--- src/rtl/sync_ram_ctrl.sv ---
// Single-port synchronous word store with a post-reset init sweep and a 1- or 2-stage registered read path.
// Optional feature macro: RAM_PARITY_EN (per-word even parity with a par_err pulse aligned to rvalid).
module sync_ram_ctrl #(
    parameter int DATA_W    = 8,
    parameter int ADDR_W    = 5,
    parameter int DEPTH     = 32,
    parameter int RD_LAT    = 1,
    parameter int INIT_MODE = 1
) (
    input  logic              clk,
    input  logic              rst,
    input  logic              req,
    input  logic              we,
    input  logic [ADDR_W-1:0] addr,
    input  logic [DATA_W-1:0] wdata,
    output logic              ready,
    output logic [DATA_W-1:0] rdata,
    output logic              rvalid,
    output logic              addr_err,
`ifdef RAM_PARITY_EN
    output logic              par_err,
`endif
    output logic              init_done
);

    // Handshake: a request is taken on any rising edge where req && ready; ready is high only in IDLE.
    typedef enum logic {S_INIT, S_IDLE} state_t;

    state_t            state;
    logic [ADDR_W-1:0] sweep_addr;
    logic              accept;
    logic              in_range;
    logic              last_sweep;
    logic              mem_we;
    logic [ADDR_W-1:0] mem_addr;
    logic [DATA_W-1:0] mem_wdata;
    logic [DATA_W-1:0] init_val;
    logic [DATA_W-1:0] mem [DEPTH];

    logic              s1_valid;
    logic              s1_err;
    logic [DATA_W-1:0] s1_data;

    assign accept     = req && ready;
    assign in_range   = 32'(addr) < DEPTH;
    assign last_sweep = 32'(sweep_addr) == DEPTH - 1;
    assign init_val   = (INIT_MODE == 1) ? DATA_W'(sweep_addr) : '0;

    always_ff @(posedge clk or posedge rst) begin
        if (rst) begin
            state      <= S_INIT;
            sweep_addr <= '0;
            ready      <= 1'b0;
            init_done  <= 1'b0;
        end else begin
            unique case (state)
                S_INIT: begin
                    if (last_sweep) begin
                        state     <= S_IDLE;
                        ready     <= 1'b1;
                        init_done <= 1'b1;
                    end else begin
                        sweep_addr <= sweep_addr + 1'b1;
                    end
                end
                S_IDLE: begin
                    ready <= 1'b1;
                end
                default: begin
                    state <= S_INIT;
                end
            endcase
        end
    end

    // The sweep owns the write port in INIT; out-of-range writes are dropped here.
    always_comb begin
        mem_we    = 1'b0;
        mem_addr  = addr;
        mem_wdata = wdata;
        if (state == S_INIT) begin
            mem_we    = 1'b1;
            mem_addr  = sweep_addr;
            mem_wdata = init_val;
        end else if (accept && we && in_range) begin
            mem_we = 1'b1;
        end
    end

    always_ff @(posedge clk) begin
        if (mem_we) begin
            mem[mem_addr] <= mem_wdata;
        end
    end

    always_ff @(posedge clk or posedge rst) begin
        if (rst) begin
            s1_valid <= 1'b0;
            s1_err   <= 1'b0;
            s1_data  <= '0;
        end else begin
            s1_valid <= accept && !we;
            s1_err   <= accept && !in_range;
            if (accept && !we) begin
                s1_data <= in_range ? mem[addr] : '0;
            end
        end
    end

`ifdef RAM_PARITY_EN
    logic par_mem [DEPTH];
    logic s1_perr;

    always @(posedge clk) begin
        if (mem_we) begin
            par_mem[mem_addr] <= ^mem_wdata;
        end
    end

    always_ff @(posedge clk or posedge rst) begin
        if (rst) begin
            s1_perr <= 1'b0;
        end else begin
            s1_perr <= accept && !we && in_range && ((^mem[addr]) != par_mem[addr]);
        end
    end

    task flip_parity(input logic [ADDR_W-1:0] a);
        par_mem[a] = ~par_mem[a];
    endtask
`endif

    generate
        if (RD_LAT == 2) begin : g_lat2
            logic              s2_valid;
            logic              s2_err;
            logic [DATA_W-1:0] s2_data;
`ifdef RAM_PARITY_EN
            logic              s2_perr;
`endif
            always_ff @(posedge clk or posedge rst) begin
                if (rst) begin
                    s2_valid <= 1'b0;
                    s2_err   <= 1'b0;
                    s2_data  <= '0;
`ifdef RAM_PARITY_EN
                    s2_perr  <= 1'b0;
`endif
                end else begin
                    s2_valid <= s1_valid;
                    s2_err   <= s1_err;
`ifdef RAM_PARITY_EN
                    s2_perr  <= s1_perr;
`endif
                    if (s1_valid) begin
                        s2_data <= s1_data;
                    end
                end
            end
            assign rvalid   = s2_valid;
            assign addr_err = s2_err;
            assign rdata    = s2_data;
`ifdef RAM_PARITY_EN
            assign par_err  = s2_perr;
`endif
        end else begin : g_lat1
            assign rvalid   = s1_valid;
            assign addr_err = s1_err;
            assign rdata    = s1_data;
`ifdef RAM_PARITY_EN
            assign par_err  = s1_perr;
`endif
        end
    endgenerate

endmodule
--- config.mk ---
export PLATFORM = sky130hd
export DESIGN_NAME = sync_ram_ctrl
export DESIGN_NICKNAME = d
export VERILOG_FILES = /design/src/rtl/sync_ram_ctrl.sv
export SDC_FILE = /design/constraint.sdc
export NUM_CORES = 1
export LEC_CHECK = 0
export BUFFER_PORTS_ARGS = -buffer_cell sky130_fd_sc_hd__buf_2
export CAP_MARGIN = 20
export CORE_ASPECT_RATIO = 1.75
export CORE_UTILIZATION = 40
export CTS_CLUSTER_SIZE = 24
export DETAILED_ROUTE_END_ITERATION = 12
export SETUP_SLACK_MARGIN = 0.1
export SLEW_MARGIN = 20
export SYNTH_ARGS = -nofsm -noshare
export SYNTH_HDL_FRONTEND = slang
export SYNTH_SLANG_ARGS = --single-unit
export TNS_END_PERCENT = 100
--- constraint.sdc ---
create_clock -name clk -period 2 [get_ports clk]
set_input_delay 0.4 -clock clk [delete_from_list [all_inputs] [get_ports clk]]
set_output_delay 0.4 -clock clk [all_outputs]
set_load 0.05 [all_outputs]
==> out/qor.csv <==
stage;metric;value;unit
outcome;status;complete, no violations;
global_route;groute.usage.overall;18.37;%
synthesis;synth_edf_count;256;
critical_path;criticalPathCategory;reg -> reg;
hold_path;hold_path.class;in -> async;
sta;min_period;1.858;ns
global_route;overflow;0;
layout;layout.nets;738;
critical_path;cp.required;2.20;ns
clock_network;cts_tree;done;
sta;finalCritPeriodShare;92.91;%
global_route;grt_pass1_wl;37230;um
critical_path;cp_cell_sequence;clkbuf_2 > mux2i_1 > buf_4 > inv_2 > nand3_1 > buf_12 > nor2_4;
place;port_buffers;27;
routing;drcViolationCount;0;
floorplanning;rows;79;
synthesis;synth-seq-cells;273;
critical_path;critPathMaxStageDelay;0.44;ns
synthesis;synthCells;644;
synthesis;synth_ff_type;edfxtp_1;
critical_path;cp_max_fo;8;
sta;max_freq;0.5381;GHz
place;place.gp.congestion;0.8275;
clock_network;clock_sinks;273;
place;dp.cells;1048;
sta;fin_skew;0.01287;ns
clock_network;postCtsHoldBufs;0;
synthesis;avgSynthCellArea;17.00;sq um
pwr;ir_drop;595.4;uV
clock_network;cts_root_buffer;clkbuf_16;
run;cap_violations;0;
critical_path;start_kind;register;
global_route;antenna_found_initial;0;
place;dp_hpwl;17060;um
floorplanning;dieArea;28060;sq um
critical_path;critPathSlowestCell;dfrtp_2;
synthesis;synth_fp_nets;663;
layout;syn_to_final_growth;19.67;%
synthesis;syn_area;10950;sq um
floorplanning;core;26790;sq um
floorplanning;ios;29;
routing;vias;5820;
critical_path;worstSetupEndpointType;register;
synthesis;async_flop_share;6.227;%
routing;post_drt_wl_per_cell;22.80;um
sta;tns;0;ns
sta;finalHoldViolCount;0;
sta;slew_headroom;45.44;%
sta;worst_pin_slew;0.8175;ns
sta;rsz0062_at_grt;true;
routing;drtPass1Iterations;6;
routing;viasPerCell;5.291;
critical_path;critical_path_arrival;2.06;ns
clock_network;cts_made_buffers;24;
floorplanning;die_h;220.9;um
synthesis;yosysWarnings;0;
critical_path;regToRegSetupSlack;0.14;ns
floorplanning;start_util;40.87;%
routing;wirelength;25080;um
clock_network;clock_latency;0.53;ns
layout;antenna_cells;0;
synthesis;ys_seq_area_share;74.10;%
layout;drive_above_1_share;24.32;%
layout;final_cells;1100;
clock_network;clock_path_buffers;3;
sta;final-setup-viol-count;0;
sta;slew_viol_final;0;
routing;drtIter0Drc;345;
pwr;power_density;894.6;nW/um^2
layout;fillers;2252;
synthesis;synth.distinct_cells;38;
clock_network;htreeDepth;1;
clock_network;clkTransAtPathRegs;0.07;ns
floorplanning;die_w;127.1;um
global_route;grt_start_max_net_pins;33;
global_route;grt_pass1_vias;6140;
routing;antenna_left;0;
pwr;leakagePower;4.549;nW
## worst max-delay path, delay by kind of cell, from the launching register on
| kind | cells | cell delay, ns |
|---|---|---|
| buffers and inverters | 4 | 0.57 |
| flip-flops | 1 | 0.44 |
| AND/OR/NAND/NOR | 2 | 0.39 |
| multiplexers | 1 | 0.13 |
## routing by layer
metal	share of wire [%]	global-route usage (%)
met2	59	36.60
met1	34	18.95
met5	0	0
met4	3.0	7.181
met3	3.9	2.176
## registers in the layout, indices dropped and copies added, names as in the netlist
name and count:
sweep_addr 5, state 1, ready 1, mem 256, rdata 8, rvalid 1
init_done 1
## kinds of logic (layout without fill, tap and decap cells)
logic type | count (synthesis) | after routing | share of synthesized area (%)
DFF | 273 | 273 | 74.10
muxes | 132 | 132 | 12.10
AOI/OAI and AO/OA | 99 | 99 | 7.154
and+or+nand+nor | 94 | 94 | 3.703
buffers and inverters | 40 | 132 | 2.434
xor gates and xnor gates | 3 | 3 | 0.2400
adders and majority gates | 2 | 2 | 0.2285
other | 1 | 1 | 0.03425
## power breakdown
part	switching, mW	leakage [nW]	internal, mW
Combinational	0.568	1.70	0.301
Clock	2.00	0.371	2.55
Sequential	0.0198	2.48	6.28
Total	2.59	4.55	9.13
## layout make-up
| class | count | area [sq um] | share of cell area, % |
|---|---|---|---|
| Inverter | 5 | 18.77 | 0.1433 |
| Multi-Input combinational cell | 331 | 2904 | 22.17 |
| Sequential cell | 273 | 8115 | 61.94 |
| Tap cell | 364 | 455.4 | 3.476 |
| Clock buffer | 27 | 633.1 | 4.832 |
| Timing Repair Buffer | 84 | 829.5 | 6.332 |
| Clock inverter | 16 | 145.1 | 1.108 |
## cell usage after synthesis, drive strengths merged, types with 7 or more instances
| cell | n | area (sq um) |
|---|---|---|
| a21oi | 16 | 80.08 |
| a221oi | 16 | 177.7 |
| a22o | 16 | 140.1 |
| a22oi | 32 | 240.2 |
| and2 | 7 | 43.79 |
| buf | 20 | 187.7 |
| clkbuf | 15 | 60.06 |
| dfrtp | 17 | 425.4 |
| edfxtp | 256 | 7687 |
| mux2i | 129 | 1291 |
| nand2 | 35 | 131.4 |
| nor2 | 36 | 135.1 |
| o22ai | 8 | 50.05 |
| o41ai | 8 | 77.58 |
## path summary, 6_finish.rpt
kind | startpoint | endpoint | cells after the start
worst max-delay path | state$_DFF_PP0_ | mem[29][0]$_DFFE_PP_ | 7
worst min-delay path | rst | rdata[3]$_DFFE_PP0P_ | 2
worst max register to register | state$_DFF_PP0_ | mem[29][0]$_DFFE_PP_ | 7
worst min register to register | init_done$_DFFE_PP0P_ | init_done$_DFFE_PP0P_ | 1
max in group asynchronous | rst | ready$_DFFE_PP0P_ | 2
min in group clk | req | rvalid$_DFF_PP0_ | 4
## placed cells by master, fill, tap and decap left out, types with 4 or more instances in the layout
cell type / Yosys / final
edfxtp_1: 256 / 256
mux2i_1: 129 / 129
buf_4: 7 / 35
a22oi_1: 32 / 32
nor2_4: 0 / 32
nand2_1: 35 / 28
buf_2: 2 / 26
clkbuf_16: 0 / 25
buf_12: 1 / 21
a22o_1: 16 / 16
a21oi_1: 16 / 16
dfrtp_1: 17 / 15
a221oi_1: 10 / 10
o22ai_1: 8 / 8
o41ai_1: 7 / 7
and2_1: 7 / 6
a221oi_2: 6 / 6
clkinv_1: 0 / 6
nand3_1: 5 / 5
inv_1: 5 / 4
nand2b_1: 4 / 4
## per-stage QoR
step	setup slack, ns	cell area, sq um	total power [mW]	hold WS, ns	utilization (%)
CTS	0.1029	13060	11.81	0.03293	48.76
global route	0.07498	13100	12.06	0.07596	48.91
finish	0.1417	13100	11.72	0.02278	48.91
floorplan	0.1115	11250	6.977	0.3260	-
global placement	-0.2497	12150	7.288	0.4449	45.37
detailed placement	-0.2956	12150	7.303	0.4470	45.37
## timing repair
| item | CTS | global route |
|---|---|---|
| cloned | 0 | 0 |
| gates resized for setup | 2 | 5 |
| buffers inserted | 7 | 2 |
| endpoints found under the setup margin | 137 | 115 |
| pin swaps | 8 | 1 |
| endpoints found under the hold margin | 0 | 0 |
Power figures use the tool's default switching activity.
